`src/rtl/axi4_lite_master_if.sv`:
```
// ---------------------------------------------------------------------------
// axi4_lite_master_if
//
// Bundles every signal of the AXI4-Lite initiator apart from clock and reset:
//   - command port   : cmd_valid/cmd_ready/cmd_we/cmd_addr/cmd_wdata/cmd_wstrb
//   - response port  : rsp_valid/rsp_ready/rsp_we/rsp_rdata/rsp_resp
//   - AXI4-Lite bus  : AW, W, B, AR and R channels (M_AXI_* names)
//
// Modports:
//   master - the initiator's view (drives cmd_ready, rsp_*, AXI requests)
//   slave  - the opposite side (command source, response sink, AXI slave)
// ---------------------------------------------------------------------------
interface axi4_lite_master_if #(
  parameter int C_M_AXI_DATA_WIDTH = 32,
  parameter int C_M_AXI_ADDR_WIDTH = 4
);
  localparam int STRB_W = C_M_AXI_DATA_WIDTH / 8;

  // Command port
  logic                          cmd_valid;
  logic                          cmd_ready;
  logic                          cmd_we;
  logic [C_M_AXI_ADDR_WIDTH-1:0] cmd_addr;
  logic [C_M_AXI_DATA_WIDTH-1:0] cmd_wdata;
  logic [STRB_W-1:0]             cmd_wstrb;

  // Response port
  logic                          rsp_valid;
  logic                          rsp_ready;
  logic                          rsp_we;
  logic [C_M_AXI_DATA_WIDTH-1:0] rsp_rdata;
  logic [1:0]                    rsp_resp;

  // AXI4-Lite write address / data / response
  logic [C_M_AXI_ADDR_WIDTH-1:0] M_AXI_AWADDR;
  logic [2:0]                    M_AXI_AWPROT;
  logic                          M_AXI_AWVALID;
  logic                          M_AXI_AWREADY;
  logic [C_M_AXI_DATA_WIDTH-1:0] M_AXI_WDATA;
  logic [STRB_W-1:0]             M_AXI_WSTRB;
  logic                          M_AXI_WVALID;
  logic                          M_AXI_WREADY;
  logic [1:0]                    M_AXI_BRESP;
  logic                          M_AXI_BVALID;
  logic                          M_AXI_BREADY;

  // AXI4-Lite read address / data
  logic [C_M_AXI_ADDR_WIDTH-1:0] M_AXI_ARADDR;
  logic [2:0]                    M_AXI_ARPROT;
  logic                          M_AXI_ARVALID;
  logic                          M_AXI_ARREADY;
  logic [C_M_AXI_DATA_WIDTH-1:0] M_AXI_RDATA;
  logic [1:0]                    M_AXI_RRESP;
  logic                          M_AXI_RVALID;
  logic                          M_AXI_RREADY;

  modport master (
    input  cmd_valid, cmd_we, cmd_addr, cmd_wdata, cmd_wstrb,
    output cmd_ready,
    output rsp_valid, rsp_we, rsp_rdata, rsp_resp,
    input  rsp_ready,
    output M_AXI_AWADDR, M_AXI_AWPROT, M_AXI_AWVALID,
    input  M_AXI_AWREADY,
    output M_AXI_WDATA, M_AXI_WSTRB, M_AXI_WVALID,
    input  M_AXI_WREADY,
    input  M_AXI_BRESP, M_AXI_BVALID,
    output M_AXI_BREADY,
    output M_AXI_ARADDR, M_AXI_ARPROT, M_AXI_ARVALID,
    input  M_AXI_ARREADY,
    input  M_AXI_RDATA, M_AXI_RRESP, M_AXI_RVALID,
    output M_AXI_RREADY
  );

  modport slave (
    output cmd_valid, cmd_we, cmd_addr, cmd_wdata, cmd_wstrb,
    input  cmd_ready,
    input  rsp_valid, rsp_we, rsp_rdata, rsp_resp,
    output rsp_ready,
    input  M_AXI_AWADDR, M_AXI_AWPROT, M_AXI_AWVALID,
    output M_AXI_AWREADY,
    input  M_AXI_WDATA, M_AXI_WSTRB, M_AXI_WVALID,
    output M_AXI_WREADY,
    output M_AXI_BRESP, M_AXI_BVALID,
    input  M_AXI_BREADY,
    input  M_AXI_ARADDR, M_AXI_ARPROT, M_AXI_ARVALID,
    output M_AXI_ARREADY,
    output M_AXI_RDATA, M_AXI_RRESP, M_AXI_RVALID,
    input  M_AXI_RREADY
  );
endinterface

```
`src/rtl/axi4_lite_master.sv`:
```
// ---------------------------------------------------------------------------
// axi4_lite_master
//
// Converts single register read/write commands into AXI4-Lite transactions,
// one at a time, and returns read data plus BRESP/RRESP on a response port.
//
// Ports:
//   ACLK   - clock, all logic on the rising edge
//   ARSTn  - asynchronous active-low reset
//   bus    - axi4_lite_master_if.master: command port (cmd_*), response port
//            (rsp_*) and the five AXI4-Lite channels (M_AXI_*)
//
// Every AXI and response output comes straight from a flop; cmd_ready is a
// decode of the state register only.
// ---------------------------------------------------------------------------
module axi4_lite_master #(
  parameter int C_M_AXI_DATA_WIDTH = 32,
  parameter int C_M_AXI_ADDR_WIDTH = 4
) (
  input logic                ACLK,
  input logic                ARSTn,
  axi4_lite_master_if.master bus
);

  localparam int STRB_W = C_M_AXI_DATA_WIDTH / 8;

  typedef enum logic [2:0] {
    IDLE,
    WR_REQ,
    WR_RESP,
    RD_REQ,
    RD_RESP,
    DONE
  } state_t;

  state_t                        state_q, state_d;

  logic [C_M_AXI_ADDR_WIDTH-1:0] awaddr_q, awaddr_d;
  logic [C_M_AXI_DATA_WIDTH-1:0] wdata_q, wdata_d;
  logic [STRB_W-1:0]             wstrb_q, wstrb_d;
  logic                          awvalid_q, awvalid_d;
  logic                          wvalid_q, wvalid_d;
  logic                          bready_q, bready_d;
  logic [C_M_AXI_ADDR_WIDTH-1:0] araddr_q, araddr_d;
  logic                          arvalid_q, arvalid_d;
  logic                          rready_q, rready_d;

  logic                          rsp_valid_q, rsp_valid_d;
  logic                          rsp_we_q, rsp_we_d;
  logic [C_M_AXI_DATA_WIDTH-1:0] rsp_rdata_q, rsp_rdata_d;
  logic [1:0]                    rsp_resp_q, rsp_resp_d;

  // A write request channel is still pending if its VALID is up and the
  // slave has not taken it on this edge.
  logic                          aw_pending;
  logic                          w_pending;

  // State register
  always_ff @(posedge ACLK or negedge ARSTn) begin
    if (!ARSTn) begin
      state_q <= IDLE;
    end else begin
      state_q <= state_d;
    end
  end

  // Next state and next values of every registered output
  always_comb begin
    state_d     = state_q;
    awaddr_d    = awaddr_q;
    wdata_d     = wdata_q;
    wstrb_d     = wstrb_q;
    awvalid_d   = awvalid_q;
    wvalid_d    = wvalid_q;
    bready_d    = bready_q;
    araddr_d    = araddr_q;
    arvalid_d   = arvalid_q;
    rready_d    = rready_q;
    rsp_valid_d = rsp_valid_q;
    rsp_we_d    = rsp_we_q;
    rsp_rdata_d = rsp_rdata_q;
    rsp_resp_d  = rsp_resp_q;
    aw_pending  = awvalid_q & ~bus.M_AXI_AWREADY;
    w_pending   = wvalid_q & ~bus.M_AXI_WREADY;

    unique case (state_q)
      IDLE: begin
        if (bus.cmd_valid) begin
          if (bus.cmd_we) begin
            awaddr_d  = bus.cmd_addr;
            wdata_d   = bus.cmd_wdata;
            wstrb_d   = bus.cmd_wstrb;
            awvalid_d = 1'b1;
            wvalid_d  = 1'b1;
            state_d   = WR_REQ;
          end else begin
            araddr_d  = bus.cmd_addr;
            arvalid_d = 1'b1;
            state_d   = RD_REQ;
          end
        end
      end

      WR_REQ: begin
        // AW and W retire independently; a channel already retired stays low.
        awvalid_d = aw_pending;
        wvalid_d  = w_pending;
        if (!aw_pending && !w_pending) begin
          bready_d = 1'b1;
          state_d  = WR_RESP;
        end
      end

      WR_RESP: begin
        if (bus.M_AXI_BVALID) begin
          bready_d    = 1'b0;
          rsp_valid_d = 1'b1;
          rsp_we_d    = 1'b1;
          rsp_rdata_d = '0;
          rsp_resp_d  = bus.M_AXI_BRESP;
          state_d     = DONE;
        end
      end

      RD_REQ: begin
        if (bus.M_AXI_ARREADY) begin
          arvalid_d = 1'b0;
          rready_d  = 1'b1;
          state_d   = RD_RESP;
        end
      end

      RD_RESP: begin
        if (bus.M_AXI_RVALID) begin
          rready_d    = 1'b0;
          rsp_valid_d = 1'b1;
          rsp_we_d    = 1'b0;
          rsp_rdata_d = bus.M_AXI_RDATA;
          rsp_resp_d  = bus.M_AXI_RRESP;
          state_d     = DONE;
        end
      end

      DONE: begin
        // Returning to IDLE (not accepting here) keeps cmd_ready a pure
        // state decode, so no command is taken on the response edge.
        if (bus.rsp_ready) begin
          rsp_valid_d = 1'b0;
          state_d     = IDLE;
        end
      end

      default: begin
        state_d = IDLE;
      end
    endcase
  end

  // Output registers
  always_ff @(posedge ACLK or negedge ARSTn) begin
    if (!ARSTn) begin
      awaddr_q    <= '0;
      wdata_q     <= '0;
      wstrb_q     <= '0;
      awvalid_q   <= 1'b0;
      wvalid_q    <= 1'b0;
      bready_q    <= 1'b0;
      araddr_q    <= '0;
      arvalid_q   <= 1'b0;
      rready_q    <= 1'b0;
      rsp_valid_q <= 1'b0;
      rsp_we_q    <= 1'b0;
      rsp_rdata_q <= '0;
      rsp_resp_q  <= '0;
    end else begin
      awaddr_q    <= awaddr_d;
      wdata_q     <= wdata_d;
      wstrb_q     <= wstrb_d;
      awvalid_q   <= awvalid_d;
      wvalid_q    <= wvalid_d;
      bready_q    <= bready_d;
      araddr_q    <= araddr_d;
      arvalid_q   <= arvalid_d;
      rready_q    <= rready_d;
      rsp_valid_q <= rsp_valid_d;
      rsp_we_q    <= rsp_we_d;
      rsp_rdata_q <= rsp_rdata_d;
      rsp_resp_q  <= rsp_resp_d;
    end
  end

  assign bus.cmd_ready     = (state_q == IDLE);

  assign bus.M_AXI_AWADDR  = awaddr_q;
  assign bus.M_AXI_AWPROT  = 3'b000;
  assign bus.M_AXI_AWVALID = awvalid_q;
  assign bus.M_AXI_WDATA   = wdata_q;
  assign bus.M_AXI_WSTRB   = wstrb_q;
  assign bus.M_AXI_WVALID  = wvalid_q;
  assign bus.M_AXI_BREADY  = bready_q;
  assign bus.M_AXI_ARADDR  = araddr_q;
  assign bus.M_AXI_ARPROT  = 3'b000;
  assign bus.M_AXI_ARVALID = arvalid_q;
  assign bus.M_AXI_RREADY  = rready_q;

  assign bus.rsp_valid     = rsp_valid_q;
  assign bus.rsp_we        = rsp_we_q;
  assign bus.rsp_rdata     = rsp_rdata_q;
  assign bus.rsp_resp      = rsp_resp_q;

endmodule
```
`src/flat_wrapper.sv`:
```
// flat-port wrapper written by rule: the top's interface ports become plain ports
module axi4_lite_master_flat 
#(
  parameter int C_M_AXI_DATA_WIDTH = 32,
  parameter int C_M_AXI_ADDR_WIDTH = 4
)
  (ACLK, ARSTn, bus_cmd_valid, bus_cmd_we, bus_cmd_addr, bus_cmd_wdata, bus_cmd_wstrb, bus_cmd_ready, bus_rsp_valid, bus_rsp_we, bus_rsp_rdata, bus_rsp_resp, bus_rsp_ready, bus_M_AXI_AWADDR, bus_M_AXI_AWPROT, bus_M_AXI_AWVALID, bus_M_AXI_AWREADY, bus_M_AXI_WDATA, bus_M_AXI_WSTRB, bus_M_AXI_WVALID, bus_M_AXI_WREADY, bus_M_AXI_BRESP, bus_M_AXI_BVALID, bus_M_AXI_BREADY, bus_M_AXI_ARADDR, bus_M_AXI_ARPROT, bus_M_AXI_ARVALID, bus_M_AXI_ARREADY, bus_M_AXI_RDATA, bus_M_AXI_RRESP, bus_M_AXI_RVALID, bus_M_AXI_RREADY);
  axi4_lite_master_if #(.C_M_AXI_DATA_WIDTH(C_M_AXI_DATA_WIDTH), .C_M_AXI_ADDR_WIDTH(C_M_AXI_ADDR_WIDTH)) bus_i ();
  input logic ACLK;
  input logic ARSTn;
  input wire logic [$bits(bus_i.cmd_valid)-1:0] bus_cmd_valid;
  input wire logic [$bits(bus_i.cmd_we)-1:0] bus_cmd_we;
  input wire logic [$bits(bus_i.cmd_addr)-1:0] bus_cmd_addr;
  input wire logic [$bits(bus_i.cmd_wdata)-1:0] bus_cmd_wdata;
  input wire logic [$bits(bus_i.cmd_wstrb)-1:0] bus_cmd_wstrb;
  output wire logic [$bits(bus_i.cmd_ready)-1:0] bus_cmd_ready;
  output wire logic [$bits(bus_i.rsp_valid)-1:0] bus_rsp_valid;
  output wire logic [$bits(bus_i.rsp_we)-1:0] bus_rsp_we;
  output wire logic [$bits(bus_i.rsp_rdata)-1:0] bus_rsp_rdata;
  output wire logic [$bits(bus_i.rsp_resp)-1:0] bus_rsp_resp;
  input wire logic [$bits(bus_i.rsp_ready)-1:0] bus_rsp_ready;
  output wire logic [$bits(bus_i.M_AXI_AWADDR)-1:0] bus_M_AXI_AWADDR;
  output wire logic [$bits(bus_i.M_AXI_AWPROT)-1:0] bus_M_AXI_AWPROT;
  output wire logic [$bits(bus_i.M_AXI_AWVALID)-1:0] bus_M_AXI_AWVALID;
  input wire logic [$bits(bus_i.M_AXI_AWREADY)-1:0] bus_M_AXI_AWREADY;
  output wire logic [$bits(bus_i.M_AXI_WDATA)-1:0] bus_M_AXI_WDATA;
  output wire logic [$bits(bus_i.M_AXI_WSTRB)-1:0] bus_M_AXI_WSTRB;
  output wire logic [$bits(bus_i.M_AXI_WVALID)-1:0] bus_M_AXI_WVALID;
  input wire logic [$bits(bus_i.M_AXI_WREADY)-1:0] bus_M_AXI_WREADY;
  input wire logic [$bits(bus_i.M_AXI_BRESP)-1:0] bus_M_AXI_BRESP;
  input wire logic [$bits(bus_i.M_AXI_BVALID)-1:0] bus_M_AXI_BVALID;
  output wire logic [$bits(bus_i.M_AXI_BREADY)-1:0] bus_M_AXI_BREADY;
  output wire logic [$bits(bus_i.M_AXI_ARADDR)-1:0] bus_M_AXI_ARADDR;
  output wire logic [$bits(bus_i.M_AXI_ARPROT)-1:0] bus_M_AXI_ARPROT;
  output wire logic [$bits(bus_i.M_AXI_ARVALID)-1:0] bus_M_AXI_ARVALID;
  input wire logic [$bits(bus_i.M_AXI_ARREADY)-1:0] bus_M_AXI_ARREADY;
  input wire logic [$bits(bus_i.M_AXI_RDATA)-1:0] bus_M_AXI_RDATA;
  input wire logic [$bits(bus_i.M_AXI_RRESP)-1:0] bus_M_AXI_RRESP;
  input wire logic [$bits(bus_i.M_AXI_RVALID)-1:0] bus_M_AXI_RVALID;
  output wire logic [$bits(bus_i.M_AXI_RREADY)-1:0] bus_M_AXI_RREADY;
  assign bus_i.cmd_valid = bus_cmd_valid;
  assign bus_i.cmd_we = bus_cmd_we;
  assign bus_i.cmd_addr = bus_cmd_addr;
  assign bus_i.cmd_wdata = bus_cmd_wdata;
  assign bus_i.cmd_wstrb = bus_cmd_wstrb;
  assign bus_cmd_ready = bus_i.cmd_ready;
  assign bus_rsp_valid = bus_i.rsp_valid;
  assign bus_rsp_we = bus_i.rsp_we;
  assign bus_rsp_rdata = bus_i.rsp_rdata;
  assign bus_rsp_resp = bus_i.rsp_resp;
  assign bus_i.rsp_ready = bus_rsp_ready;
  assign bus_M_AXI_AWADDR = bus_i.M_AXI_AWADDR;
  assign bus_M_AXI_AWPROT = bus_i.M_AXI_AWPROT;
  assign bus_M_AXI_AWVALID = bus_i.M_AXI_AWVALID;
  assign bus_i.M_AXI_AWREADY = bus_M_AXI_AWREADY;
  assign bus_M_AXI_WDATA = bus_i.M_AXI_WDATA;
  assign bus_M_AXI_WSTRB = bus_i.M_AXI_WSTRB;
  assign bus_M_AXI_WVALID = bus_i.M_AXI_WVALID;
  assign bus_i.M_AXI_WREADY = bus_M_AXI_WREADY;
  assign bus_i.M_AXI_BRESP = bus_M_AXI_BRESP;
  assign bus_i.M_AXI_BVALID = bus_M_AXI_BVALID;
  assign bus_M_AXI_BREADY = bus_i.M_AXI_BREADY;
  assign bus_M_AXI_ARADDR = bus_i.M_AXI_ARADDR;
  assign bus_M_AXI_ARPROT = bus_i.M_AXI_ARPROT;
  assign bus_M_AXI_ARVALID = bus_i.M_AXI_ARVALID;
  assign bus_i.M_AXI_ARREADY = bus_M_AXI_ARREADY;
  assign bus_i.M_AXI_RDATA = bus_M_AXI_RDATA;
  assign bus_i.M_AXI_RRESP = bus_M_AXI_RRESP;
  assign bus_i.M_AXI_RVALID = bus_M_AXI_RVALID;
  assign bus_M_AXI_RREADY = bus_i.M_AXI_RREADY;
  axi4_lite_master #(.C_M_AXI_DATA_WIDTH(C_M_AXI_DATA_WIDTH), .C_M_AXI_ADDR_WIDTH(C_M_AXI_ADDR_WIDTH)) u_core (.ACLK(ACLK), .ARSTn(ARSTn), .bus(bus_i));
endmodule
```
`config.mk`:
```
export PLATFORM = sky130hd
export DESIGN_NAME = axi4_lite_master_flat
export DESIGN_NICKNAME = d
export VERILOG_FILES = /design/src/rtl/axi4_lite_master_if.sv /design/src/rtl/axi4_lite_master.sv /design/src/flat_wrapper.sv
export SDC_FILE = /design/constraint.sdc
export NUM_CORES = 1
export LEC_CHECK = 0
export ABC_AREA = 1
export ABC_CLOCK_PERIOD_IN_PS = 1950
export BUFFER_PORTS_ARGS = -buffer_cell sky130_fd_sc_hd__buf_2
export CORE_ASPECT_RATIO = 1.5
export CORE_MARGIN = 3
export CORE_UTILIZATION = 46
export DETAILED_ROUTE_END_ITERATION = 6
export PLACE_DENSITY = 0.8
export SLEW_MARGIN = 5
export SYNTH_ARGS = -nofsm -noshare
export SYNTH_HDL_FRONTEND = slang
export SYNTH_SLANG_ARGS = --single-unit
export TNS_END_PERCENT = 5
```
`constraint.sdc`:
```
create_clock -name ACLK -period 1.95 [get_ports ACLK]
set_clock_uncertainty 0.15 [all_clocks]
set_input_delay 0 -clock ACLK [delete_from_list [all_inputs] [get_ports ACLK]]
set_output_delay 0 -clock ACLK [all_outputs]
set_load 0.1 [all_outputs]
```
# Yosys cells after proc, flatten, opt, wreduce, memory -nomap -nowiden
# Index checks and enable logic that the tools add are counted.
# totals
reg_bits,88
inputBits,86
out_inout_bits,92
elab_cells,84
# classes
eq_ne,13
muxes,33
n_bitwise,5
n_reduce_logical,19
# op_table
cell,count
$mux W32,2
$pmux W32 S2,1
$mux W3,6
$pmux W3 S6,1
$reduce_and A3 Y1,6
$ne A2 B2 Y1 const B,7
$mux W1,12
$pmux W1 S2,6
$reduce_bool A2 Y1,5
$reduce_and A4 Y1,2
$eq A3 B2 Y1 const B,2
$eq A3 B3 Y1 const B,2
$mux W2,3
$reduce_and A6 Y1,1
$pmux W2 S2,1
$eq A3 B1 Y1 const B,1
$logic_not A3 Y1,1
$not A1 Y1,3
$pmux W1 S3,1
$reduce_bool A3 Y1,1
$and A1 B1 Y1,2
$logic_not A1 Y1,2
$ne A2 B1 Y1 const B,1
$logic_and A1 B1 Y1,1

# Longest topological paths before layout
# logic_depth
depth_word,6
depth_mapped,10
mapped_depth_nobuf,9

# Worst setup path after synthesis
# No wires, ideal clock.
# synth_path
path_kind,register to register
start,register u_core.state_q[1]
end,"register u_core.wdata_q[0], in the netlist u_core.bus.M_AXI_WDATA[0]"
setup_ns,0.125
arrival_ns,1.598
required_time_ns,1.675
path_slack_ns,0.077
stages_incl_launch_ff,8
path_buffers,1
synth_period_minus_slack_ns,1.873
cell_sequence,dfrtp_1 -> nor2_2 -> nand2_2 -> inv_2 -> nand2_2 -> clkbuf_1 -> o21ai_1 -> nand2_1
# synth_via
elab_chain_len,2
# synth_lines
item,line,rtl
from (decl),axi4_lite_master.sv:36,"state_t state_q, state_d;"
from (signal assigned),axi4_lite_master.sv:63,state_q <= state_d;
$logic_not A3 Y1,--,
via bus_cmd_ready,flat_wrapper.sv:16,output wire logic [$bits(bus_i.cmd_ready)-1:0] bus_cmd_ready;
$reduce_and A3 Y1 (no source line),--,
to (signal assigned),axi4_lite_master.sv:177,wdata_q <= wdata_d;
to (decl),axi4_lite_master.sv:39,"logic [C_M_AXI_DATA_WIDTH-1:0] wdata_q, wdata_d;"
# The timed path passes the listed nets, and every way through them passes these cells.
# A chain may end at the register's enable or synchronous reset.

# Worst setup path in the final report
# layout_path
start,register u_core.state_q[1]
end,"register u_core.rready_q, in the netlist u_core.bus.M_AXI_RREADY"
# layout_via
elab_chain_len,3
word_cells_on_any_way,7
cone_classes,eq/ne: 4; mux: 1; reduce/logical: 2
# layout_lines
item,line,rtl
$eq A3 B2 Y1 / $eq A3 B3 Y1 (equally long branches),axi4_lite_master.sv:86,unique case (state_q)
$ne A2 B2 Y1 (no source line) / $reduce_bool A2 Y1 (equally long branches),--,
$reduce_and A3 Y1 (no source line),--,
to (signal assigned),axi4_lite_master.sv:184,rready_q <= rready_d;
to (decl),axi4_lite_master.sv:46,"logic rready_q, rready_d;"
# Several ways; a longest one is shown, not always the timed one.

==> summary.txt <==
Root Driver: clkbuf_16
Synth cell types: 25
synthesized area: 3664 um2
Yosys warnings: 0
WHS: 0.08109 ns
site row count: 39
final-report setup violation count: 0
FILL cells: 497
WS Path Type: reg2reg
Die H: 115.3 um
Max Slew Vio Count: 0
setup slack, reg-to-reg: 0.08 ns
Worst setup EP type: flop
met1 Use GR: 0.2794
Worst EP required: 2.02 ns
CTS clock-pin slew for the worst setup and hold paths: 0.06 ns
Post-Syn Area per Cell: 8.520 um2
CTS Buf Count: 9
Clock Tree Buf Depth: 2
synthesized flop and latch total: 88
antenna violations before repair: 0
actual slew at the worst max-slew pin: 0.8558 ns
P&R area growth vs syn: 59.22%
Die Wd: 78.87 um
DIE AREA: 9093 um2
io pins: 178
worst relative slew slack: 0.4276
Max Cap Viol: 0
clock tree from TritonCTS: done
DRC: 0
routed vias: 3,796
H-tree level count: 3
largest net degree at the start of global routing: 71
vias in the first global route: 3,990
status: completed
DRT iter0 DRCs: 171
global placement routability congestion: 0.7842
Post-Route WL: 11,250 um
Detailed Place HPWL: 6762 um
Post-DP Area: 4599 um2
DR pass1 iterations: 4
# port buffers: 171
final worst-path cycle share: 0.9594
Post-Layout Cell Count: 792
gr busiest metal: met2
fin crit period: 1.871 ns
design area: 5833 um2
layout cells sized above 1: 0.3058
Hold Violations, Final: 0
GRT Util Overall: 0.2500
met2 Track Usage GR: 0.4492
Critical Path AT: 1.94 ns
worst skew pair latency: 0.33 ns
crit start category: flop
clock sink count: 88
critical path peak fanout: 5
sequential share of the synthesized area: 0.6011
Post-Syn Instances: 430
n_diodes: 0
total gr overflow: 0
Hold WC Path Type: in2async
vias per cell: 4.793
effective utilization at floorplan: 0.4782
r2r worst-path depth: 7
post-route ant nets: 0
worst r2r src: u_core.state_q[1]
met3 layer usage reported by global route: 0.06583
core area: 7661 um2
Nets: 771
first-pass GRT wire length: 18,040 um
worst r2r dst: u_core.bus.M_AXI_RREADY
fmax: 534.5 MHz
Cell Count Post-Placement: 689
WL/cell: 14.21 um
timing repair:
item                       4_1_cts  5_1_grt
gates resized for setup          0        4
setup buffers                    0        1
hold endpoints to repair       173        0
hold buffers                    86        0
setup endpoints to repair        0        3
layout make-up:
class	count	area, um2	area share
clock inverter	4	98.84	0.01695
clock buffer	12	256.5	0.04397
timing repair buffer	263	1802	0.3089
multi-input combinational	301	1259	0.2158
tap	102	127.6	0.02188
inverter	22	85.08	0.01459
sequential	88	2205	0.3779
synthesized netlist by cell type:
cell type / count / area share
nand2_1: 221 / 0.23
dfrtp_1: 88 / 0.60
o21ai_1: 27 / 0.037
inv_1: 15 / 0.015
o21ai_0: 14 / 0.019
buf_2: 7 / 0.0096
clkbuf_1: 7 / 0.0072
a21oi_1: 6 / 0.0082
buf_4: 6 / 0.012
inv_2: 6 / 0.0061
nand3_1: 6 / 0.0082
nor2_1: 6 / 0.0061
nand2_2: 4 / 0.0068
buf_6: 3 / 0.0092
nor2_2: 3 / 0.0051
nand4_1: 2 / 0.0034
a21oi_2: 1 / 0.0024
a31oi_1: 1 / 0.0017
buf_1: 1 / 0.0010
conb_1: 1 / 0.0010
inv_4: 1 / 0.0017
nand3b_1: 1 / 0.0020
nor2_8: 1 / 0.0055
nor3_1: 1 / 0.0014
o21a_1: 1 / 0.0020
cells by family after synthesis:
kind of cell,share of synthesized area
AOI/OAI and AO/OA,0.07036
and+or+nand+nor,0.2650
DFF,0.6011
buffers and inverters,0.06250
other,0.001024
cell usage in the layout (no fill, tap or decap), drive strengths merged:
| cell type | n |
|---|---|
| nand3 | 6 |
| a21oi | 7 |
| conb | 6 |
| o21a | 1 |
| nand4 | 2 |
| inv | 23 |
| bufinv | 3 |
| clkbuf | 12 |
| nor3 | 1 |
| a31oi | 1 |
| nand2 | 225 |
| dfrtp | 88 |
| nor2 | 10 |
| nand3b | 1 |
| o21ai | 41 |
| dlygate4sd3 | 86 |
| buf | 177 |
critical path, cell delays in order, from the launching register on:
cell and delay, ns:
dfrtp_2 0.45, nor2_4 0.16, nand2_2 0.10, inv_1 0.11
nand2_1 0.10, o21ai_0 0.09, dlygate4sd3_1 0.57, inv_1 0.04
how the worst max path moves through the flow:
stage,start,depth (start not counted),to
after floorplan,u_core.state_q[1],7,u_core.bus.M_AXI_WDATA[0]
after global placement,u_core.state_q[1],7,u_core.bus.M_AXI_WDATA[19]
after detailed placement,u_core.state_q[1],7,u_core.bus.M_AXI_WDATA[23]
after CTS,u_core.state_q[1],7,u_core.bus.M_AXI_RREADY
after global routing,u_core.state_q[0],7,u_core.bus.M_AXI_RREADY
final,u_core.state_q[1],7,u_core.bus.M_AXI_RREADY
routing by layer:
metal / part of all wire / vias up
li1: - / 1833
met1: 0.37 / 1756
met2: 0.51 / 179
met3: 0.085 / 28
met4: 0.027 / 0
met5: 0 / -
sequential cells by signal, indices dropped and copies added (netlist names), 2 cells and up:
signal / flops
u_core.bus.M_AXI_ARADDR: 4
u_core.bus.M_AXI_AWADDR: 4
u_core.bus.M_AXI_WDATA: 32
u_core.bus.M_AXI_WSTRB: 4
u_core.bus.rsp_rdata: 32
u_core.bus.rsp_resp: 2
u_core.state_q: 3
through the flow:
step           setup WS, ns  setup TNS [ns]    util
5_1_grt            -0.02327        -0.02327  0.7614
3_5_place_dp         0.2665               0  0.6004
3_3_place_gp         0.3501               0  0.6004
6_report            0.07915               0  0.7614
4_1_cts             0.04947               0  0.7591
2_1_floorplan       0.07654               0       -
Power is not shown: default switching activity piles up to over one toggle a cycle in this logic, so the estimate is an artifact.
